## config.mk

```make
export PLATFORM = sky130hd
export DESIGN_NAME = bg_fade_draw
export DESIGN_NICKNAME = d
export VERILOG_FILES = /design/src/rtl/bg_fade_draw.sv
export SDC_FILE = /design/constraint.sdc
export NUM_CORES = 1
export LEC_CHECK = 0
export CAP_MARGIN = 0
export CELL_PAD_IN_SITES_DETAIL_PLACEMENT = 1
export CELL_PAD_IN_SITES_GLOBAL_PLACEMENT = 1
export CORE_MARGIN = 1.5
export CORE_UTILIZATION = 42
export CTS_CLUSTER_DIAMETER = 100
export DETAILED_ROUTE_END_ITERATION = 12
export PLACE_DENSITY = 0.83
export SLEW_MARGIN = 20
export SYNTH_ARGS = -nofsm -noshare
export SYNTH_HDL_FRONTEND = slang
export SYNTH_SLANG_ARGS = --single-unit
```

## constraint.sdc

```tcl
create_clock -name clk -period 7.4 [get_ports clk]
set_input_delay 0.74 -clock clk [delete_from_list [all_inputs] [get_ports clk]]
set_output_delay 0.74 -clock clk [all_outputs]
set_load 0.01 [all_outputs]
```

## src/rtl/bg_fade_draw.sv

```systemverilog
// Background layer for the VGA object mux: per-state RGB332 fill with a border
// frame, cross-fading linearly between state colours one step per frame.
module bg_fade_draw #(
  parameter int          X_FRAME    = 639,
  parameter int          Y_FRAME    = 479,
  parameter int          BORDER_W   = 10,
  parameter logic [7:0]  BORDER_RGB = 8'hFF,
  parameter int          FADE_LOG2  = 3,
  parameter logic [7:0]  PAL0       = 8'b000_100_00,
  parameter logic [7:0]  PAL1       = 8'b100_000_00,
  parameter logic [7:0]  PAL2       = 8'b000_000_10,
  parameter logic [7:0]  PAL3       = 8'b000_000_10
) (
  input  logic        clk,
  input  logic        resetN,
  input  logic        startOfFrame,
  input  logic [1:0]  bgState,
  input  logic [10:0] pixelX,
  input  logic [10:0] pixelY,
  output logic [7:0]  BG_RGB,
  output logic        fadeBusy
);

  localparam logic [4:0]  FADE_LEN = 5'(1 << FADE_LOG2);
  localparam logic [10:0] XF       = 11'(X_FRAME);
  localparam logic [10:0] YF       = 11'(Y_FRAME);
  localparam logic [10:0] BW       = 11'(BORDER_W);
  localparam logic [10:0] XB       = 11'(X_FRAME - BORDER_W);
  localparam logic [10:0] YB       = 11'(Y_FRAME - BORDER_W);

  typedef enum logic {IDLE, FADE} state_t;

  state_t      state, nxt_state;
  logic [1:0]  tgt, nxt_tgt;
  logic [7:0]  from_rgb, nxt_from;
  logic [7:0]  cur_rgb, nxt_cur;
  logic [4:0]  step, nxt_step, step_inc;
  logic        in_vis, on_border;

  function automatic logic [7:0] pal(input logic [1:0] s);
    case (s)
      2'd0:    pal = PAL0;
      2'd1:    pal = PAL1;
      2'd2:    pal = PAL2;
      default: pal = PAL3;
    endcase
  endfunction

  // from + floor(d*step / 2^FADE_LOG2), clamped to the channel range
  function automatic int chan(input int f, input int t, input int s, input int maxv);
    int d, p, r;
    d = t - f;
    p = (d * s) >>> FADE_LOG2;
    r = f + p;
    if (r < 0)    r = 0;
    if (r > maxv) r = maxv;
    return r;
  endfunction

  function automatic logic [7:0] blend(input logic [7:0] f, input logic [7:0] t,
                                       input logic [4:0] s);
    blend = {3'(chan(int'(f[7:5]), int'(t[7:5]), int'(s), 7)),
             3'(chan(int'(f[4:2]), int'(t[4:2]), int'(s), 7)),
             2'(chan(int'(f[1:0]), int'(t[1:0]), int'(s), 3))};
  endfunction

  always_ff @(posedge clk or negedge resetN)
    if (!resetN) state <= IDLE;
    else         state <= nxt_state;

  always_comb begin
    nxt_state = state;
    nxt_tgt   = tgt;
    nxt_from  = from_rgb;
    nxt_step  = step;
    nxt_cur   = cur_rgb;
    step_inc  = step + 5'd1;
    fadeBusy  = (state == FADE);
    case (state)
      IDLE: begin
        nxt_cur = pal(tgt);
        if (bgState != tgt) begin
          nxt_tgt = bgState;
          if (FADE_LOG2 == 0) begin
            nxt_cur = pal(bgState);
          end else begin
            nxt_from  = cur_rgb;
            nxt_step  = 5'd0;
            nxt_cur   = cur_rgb;
            nxt_state = FADE;
          end
        end
      end
      FADE: begin
        // a redirect restarts from the colour on screen, so nothing jumps
        if (bgState != tgt) begin
          nxt_from = cur_rgb;
          nxt_tgt  = bgState;
          nxt_step = 5'd0;
        end else if (startOfFrame) begin
          nxt_step = step_inc;
          nxt_cur  = blend(from_rgb, pal(tgt), step_inc);
          if (step_inc == FADE_LEN) nxt_state = IDLE;
        end
      end
      default: nxt_state = IDLE;
    endcase
  end

  always_ff @(posedge clk or negedge resetN)
    if (!resetN) begin
      tgt      <= 2'd0;
      from_rgb <= PAL0;
      cur_rgb  <= PAL0;
      step     <= 5'd0;
    end else begin
      tgt      <= nxt_tgt;
      from_rgb <= nxt_from;
      cur_rgb  <= nxt_cur;
      step     <= nxt_step;
    end

  always_comb begin
    in_vis    = (pixelX <= XF) && (pixelY <= YF);
    on_border = (BORDER_W > 0) &&
                ((pixelX < BW) || (pixelX > XB) || (pixelY < BW) || (pixelY > YB));
  end

  always_ff @(posedge clk or negedge resetN)
    if (!resetN)        BG_RGB <= 8'h00;
    else if (!in_vis)   BG_RGB <= 8'h00;
    else if (on_border) BG_RGB <= BORDER_RGB;
    else                BG_RGB <= cur_rgb;

endmodule
```

==> summary.md, run 1 <==
| Metric | Value |
|---|---|
| Worst Clk Skew | 0.0104 ns |
| R2r endpoint | cur_rgb[7] |
| Reg2reg start | tgt[1] |
| Distinct cells, synth | 52 |
| N_diodes | 0 |
| Max_slew headroom | 42.1% |
| Die width | 98.5 µm |
| Worst slew pin tran | 0.863 ns |
| Number of global-route vias before repair | 3667 |
| Antenna-violating nets left | 0 |
| Row count | 34 |
| Clk_lat worst skew | 0.29 ns |
| Final setup violation count | 0 |
| Syn Area/Cell | 8.43 µm² |
| IO Port Bufs | 33 |
| RSZ-0062 raised after global routing | no |
| Synthesis Warnings | 0 |
| Sequential cell area | 803 µm² |
| CTS tree | done |
| Finished Core Util | 50.0% |
| Core area | 8760 µm² |
| Top cell type's share of synthesized area | 19.6% |
| Min-Delay Endpoint | cur_rgb[4] |
| Final cell count without fillers | 595 |
| Postcts setup bufs | 0 |
| Die area | 9700 µm² |
| Final net count | 593 |
| Largest stage delay on the critical path | 0.55 ns |
| First-pass DRT Iterations | 4 |
| Cell Area, Synth | 3830 µm² |
| WL per Instance | 16.7 µm |
| CP startpoint kind | flip-flop |
| Tmin final | 5.95 ns |
| I/O pin total | 36 |
| Clock Sink Count | 32 |
| Hold buffer count at CTS | 0 |
| DPL Wire Length | 8260 µm |
| Ys flop type | dfrtp_1 |
| CP cell instances | nor2b_1 -> ha_1 -> nor3b_1 -> nor2_1 -> nand2_1 -> fa_1 -> fa_1 -> inv_1 -> fa_1 -> ha_1 -> fa_1 -> xor2_1 -> ha_1 -> and3_1 -> a211oi_1 -> nand3_1 -> and3_1 -> a31o_2 -> o21ai_0 |
| Multi-input gate area | 2770 µm² |
| Placed cells | 587 |
| Area grow syn2layout | 14.5% |
| Total number of vias | 3352 |
| Critical Path End Type | flip-flop |
| CP max-delay cell | fa_1 |
| Synthesized instance count | 454 |
| Global-route usage over all layers | 21.4% |
| Post-synth EDFFs | 0 |
| Initial Utilization | 43.7% |
| Reg clk slew, reported paths | 0.07 ns |
| Layout cells sized above 1 | 4.11% |
| CP dominant cell by count | fa_1 |
| Clock Path Buffers | 2 |
| PwrDens | 331 nW/µm² |
| Data required time of the worst path | 7.60 ns |
| Routed vias/inst | 5.63 |
| 1st-iter DRT viols | 134 |
| Final Slew Violations | 0 |
| GP Congestion | 0.836 |
| Adder-cell share of the synthesized area | 30.5% |
| Ys async rst share | 100% |
| Synthesized flop and latch total | 32 |
| Final Power | 1.45 mW |
| Root Buffer Master | clkbuf_8 |
| Proportion of synthesized area in mux cells | 0% |
| CP arrival | 6.15 ns |
| Grt total ovfl | 0 |
| Syn_nets | 561 |
| Leak | 2.10 nW |
| CP Class | flip-flop to flip-flop |
| Sequential share of the synthesized area | 21.0% |
| Largest area contributor in the netlist | dfrtp_1 |
| Outcome | completed |
| Fmax | 0.168 GHz |
| Post-synthesis xor/xnor area fraction | 5.49% |
| Compound-Gate Fraction of Synth Area | 17.7% |
| Worst hold stages | 2 |
| Htree depth | 2 |
| Period utilization | 80.4% |
| Max Cap Violations | 0 |
| Largest cells by area after synthesis | dfrtp_1 (20%), ha_1 (19%), fa_1 (12%) |
| Reg2reg path depth | 19 |
| Hold Path Class | flip-flop to flip-flop |
| Largest family of logic cells by synthesized area | adder cells |
| Top delay family on crit path | adder cells |
| Worst path bufs/invs | 1 |
| Post-CTS Resized | 0 |
| R2R setup slack | 1.45 ns |
| Final wirelength | 9910 µm |
| CTS buffer count | 5 |
| Fillers | 1073 |
| Initial antenna violation count | 0 |
| First-pass GRT wire length | 17100 µm |
| Die H | 98.5 µm |
| DRC | 0 |
| VDD IR max | 0.165 mV |
| Final Hold Viols | 0 |
| Min-Delay Startpoint | cur_rgb[4] |
| CP max FO | 5 |
| Simple-Gate Fraction of Synth Area | 18.8% |
| Fin Setup TNS | 0 ns |
| Largest net degree at the start of global routing | 33 |
==> cells in the final DEF (no fill, tap or decap), types with 5 or more instances in the layout <==
cell type         n
a21o_1            9
a21oi_1          29
and2_1            6
clkbuf_8          5
clkdlybuf4s50_1  33
dfrtp_1          30
fa_1             22
ha_1             58
inv_1            56
nand2_1          45
nand2b_1          5
nand3_1           9
nor2_1           37
nor2b_1           6
nor3_1            9
nor3b_1           6
o21ai_0          30
xnor2_1          11
xor2_1           13
==> cells in the mapped netlist, types with 5 or more instances <==
master    instances
nand2_1          45
xor2_1           13
nand3_1           9
a21o_1            9
nor3b_1           6
dfrtp_1          30
fa_1             22
nor2_1           37
and2_1            6
clkbuf_1         11
xnor2_1          11
ha_1             58
nor3_1            9
o21ai_0          30
nand2b_1          5
inv_1            56
nor2b_1           6
a21oi_1          29
==> sequential cells by signal, summed over array words and instances (netlist names) <==
register and flops:
step 5, cur_rgb 8, tgt 2, BG_RGB 8
from_rgb 8, fadeBusy 1
==> layout make-up <==
cell class              count  area share, %
clock buffers               6           1.66
clock inverters             2          0.799
inverters                  56           4.80
multi-input cells         355           63.3
flip-flops and latches     32           18.3
well taps                 108           3.08
repair buffers             36           8.05
==> through the flow <==
step	area [µm²]	hold slack, ns	setup WS, ns
global placement	4280	0.473	1.57
CTS	4380	0.514	1.40
floorplan	3830	0.444	2.08
detailed placement	4280	0.502	1.42
finish	4380	0.509	1.45
global route	4380	0.533	0.982
==> tightest hold or removal path, stage by stage (launching register included) <==
cell and delay, ns:
dfstp_2 0.39, nand2_1 0.05, a2bb2oi_1 0.06
==> routing by layer <==
| layer | global-route usage (%) | part of all wire (%) | vias up |
|---|---|---|---|
| li1 | - | - | 1622 |
| met1 | 26.3 | 44 | 1683 |
| met2 | 41.1 | 53 | 38 |
| met3 | 2.70 | 2.4 | 9 |
| met4 | 2.38 | 0.60 | 0 |
| met5 | 0 | 0 | - |
==> worst max-delay path by stage <==
stage,to,from,cells past startpoint
2_1_floorplan,cur_rgb[2],from_rgb[4],16
3_3_place_gp,cur_rgb[7],tgt[1],19
3_5_place_dp,cur_rgb[7],tgt[1],19
4_1_cts,cur_rgb[7],tgt[1],19
5_1_grt,cur_rgb[7],tgt[1],19
6_report,cur_rgb[7],tgt[1],19
==> logic make-up (layout without fill, tap and decap cells) <==
| logic type | Yosys count | count (layout) |
|---|---|---|
| buffers and inverters | 67 | 100 |
| adders and majority gates | 80 | 80 |
| and+or+nand+nor | 147 | 147 |
| xor gates and xnor gates | 24 | 24 |
| DFF | 32 | 32 |
| AOI/OAI and AO/OA | 104 | 104 |
==> where the power goes <==
group          total (mW)  leakage (nW)  switching (mW)  internal, mW
clock               0.166        0.0552          0.0660        0.0999
sequential          0.271         0.409          0.0504         0.221
combinational        1.01          1.63           0.595         0.419
total                1.45          2.10           0.711         0.740
Power figures use the tool's default switching activity.
==> inputs of run 2 (changes only) <==
clock period = 6.2 ns   (was 7.4 ns; I/O delays follow)
==> summary.md, run 2 (synthesis gave the netlist of run 1 again) <==
| Metric | Value |
|---|---|
| Final Slew Violations | 0 (unchanged) |
| Worst hold stages | 2 (unchanged) |
| CTS buffer count | 5 (unchanged) |
| Commonest non-fill, non-tap cells in the layout | ha_1 (58), inv_1 (56), nand2_1 (45) |
| Final Power | 1.73 mW (+19%) |
| Worst slew pin tran | 0.878 ns (+0.0154 ns) |
| Htree depth | 2 (unchanged) |
| N_diodes | 0 (unchanged) |
| Die H | 98.5 µm (unchanged) |
| Leak | 2.12 nW (+1.2%) |
| CP dominant cell by count | fa_1 |
| CP startpoint kind | flip-flop |
| Final Hold Viols | 0 (unchanged) |
| Critical Path End Type | flip-flop |
| Worst Clk Skew | 0.00903 ns (-0.00137 ns) |
| Worst hold slack | 0.508 ns (-0.000792 ns) |
| 1st-iter DRT viols | 126 (-6.0%) |
| R2r endpoint | cur_rgb[6] |
| Post-CTS Resized | 0 (unchanged) |
| Grt total ovfl | 0 (unchanged) |
| Largest stage delay on the critical path | 0.56 ns (about the same) |
| Largest net degree at the start of global routing | 33 (unchanged) |
| Min-Delay Startpoint | cur_rgb[4] |
| Max Cap Violations | 0 (unchanged) |
| Core area | 8760 µm² (unchanged) |
| Area grow syn2layout | 15.6% |
| Die area | 9700 µm² (unchanged) |
| Initial antenna violation count | 0 (unchanged) |
| Reg2reg path depth | 20 (+1) |
| CP cell instances | nor2b_1 -> ha_1 -> nor3b_1 -> buf_4 -> nor2_1 -> nand2_1 -> fa_1 -> fa_1 -> inv_1 -> fa_1 -> ha_1 -> fa_1 -> xor2_1 -> ha_1 -> and3_1 -> a211oi_1 -> nand3_1 -> and3_1 -> a32o_1 -> a31oi_1 |
| R2R setup slack | 0.40 ns (-1.05 ns) |
| Period utilization | 93.6% (+13 points) |
| Antenna-violating nets left | 0 (unchanged) |
| Final net count | 598 (+0.84%) |
| Clock Sink Count | 32 (unchanged) |
| Die width | 98.5 µm (unchanged) |
| Top delay family on crit path | adder cells |
| Worst path bufs/invs | 2 (+1) |
| CP arrival | 6.01 ns (-0.14 ns) |
| Hold buffer count at CTS | 0 (unchanged) |
| CTS tree | done |
| Outcome | completed |
| Reg2reg start | tgt[1] |
| Clock Path Buffers | 2 (unchanged) |
| Final wirelength | 9990 µm (+0.84%) |
| Hold Path Class | flip-flop to flip-flop |
| Root Buffer Master | clkbuf_8 |
| Total number of vias | 3392 (+1.2%) |
| Number of global-route vias before repair | 3711 (+1.2%) |
| CP Class | flip-flop to flip-flop |
| Max_slew headroom | 41.3% (-0.76 points) |
| CP max-delay cell | fa_1 |
| Largest regs | BG_RGB: 8 flops, cur_rgb: 8 flops, from_rgb: 8 flops |
| Layout cells sized above 1 | 5.28% (+1.2 points) |
| DRC | 0 (unchanged) |
| Final setup violation count | 0 (unchanged) |
| PwrDens | 391 nW/µm² (+18%) |
| DPL Wire Length | 8340 µm (+0.94%) |
| Postcts setup bufs | 0 (unchanged) |
| CP max FO | 5 (unchanged) |
| Fin Setup TNS | 0 ns (unchanged) |
| First-pass DRT Iterations | 6 (+2) |
| First-pass GRT wire length | 17200 µm (+0.69%) |
| Row count | 34 (unchanged) |
| Reg clk slew, reported paths | 0.08 ns (about the same) |
| Global-route usage over all layers | 21.6% (+0.14 points) |
| Tmin final | 5.80 ns (-0.146 ns) |
| Min-Delay Endpoint | cur_rgb[4] |
| Commonest non-fill, non-tap cell in the layout | ha_1 |
| Finished Core Util | 50.5% (+0.47 points) |
| RSZ-0062 raised after global routing | no |
| Data required time of the worst path | 6.41 ns (-1.19 ns) |
| VDD IR max | 0.179 mV (+8.6%) |
| Routed vias/inst | 5.65 (+0.35%) |
| Fmax | 0.172 GHz (+2.5%) |
| IO Port Bufs | 33 (unchanged) |
| I/O pin total | 36 (unchanged) |
| Clk_lat worst skew | 0.29 ns (about the same) |
| WL per Instance | 16.7 µm (about the same) |
| Fillers | 1059 (-1.3%) |
| Initial Utilization | 43.7% (unchanged) |
| GP Congestion | 0.824 (-1.4%) |
[run 2: cell count changes in the layout (fill, tap and decap cells not counted), sizes merged]
cell	change
buf	+5
clkbuf	-1
clkinvlp	+1
[run 2: worst min-delay path: cells and delay by family, from the launching register on]
| family | cells | cell delay, ns |
|---|---|---|
| flip-flops | 1 | 0.38 |
| AND/OR/NAND/NOR | 1 | 0.05 |
| AO/OA/AOI/OAI | 1 | 0.07 |
[run 2: cell type report]
cell class / instances / area [µm²] / area share, %
clock buffers: 5 / 68.8 / 1.56
clock inverters: 3 / 42.5 / 0.962
inverters: 56 / 210 / 4.75
multi-input cells: 355 / 2770 / 62.7
flip-flops and latches: 32 / 803 / 18.2
well taps: 108 / 135 / 3.05
repair buffers: 41 / 390 / 8.82
[run 2: worst max-delay path by stage]
| stage | cells after the start | slack [ns] | end | start |
|---|---|---|---|---|
| after floorplan | 16 | 0.88 | cur_rgb[2] | from_rgb[4] |
| final | 20 | 0.40 | cur_rgb[6] | tgt[1] |
| after global placement | 18 | 0.54 | cur_rgb[2] | tgt[1] |
| after global routing | 20 | 0.07 | cur_rgb[6] | tgt[1] |
| after CTS | 20 | 0.36 | cur_rgb[6] | tgt[1] |
| after detailed placement | 20 | 0.40 | cur_rgb[6] | tgt[1] |
[run 2: routing by layer]
layer  up-vias  share of wire, %  global-route usage (%)
met5         -                 0                       0
met4         0              0.88                    5.20
met3        11               2.5                    1.99
met2        48                52                    40.0
met1      1695                44                    27.0
li1       1638                 -                       -
[run 2: metrics by stage]
step	instance area [µm²]	setup slack, ns	std cells
after floorplan	3830	0.882	454
after global placement	4310	0.537	592
after detailed placement	4310	0.402	592
after CTS	4420	0.363	600
after global routing	4420	0.0670	600
final	4420	0.399	600
[run 2: report_power, final]
| part | internal, mW | switching (mW) | total [mW] |
|---|---|---|---|
| sequential | 0.263 | 0.0590 | 0.322 |
| clock | 0.119 | 0.0859 | 0.205 |
| combinational | 0.504 | 0.698 | 1.20 |
| total | 0.886 | 0.843 | 1.73 |
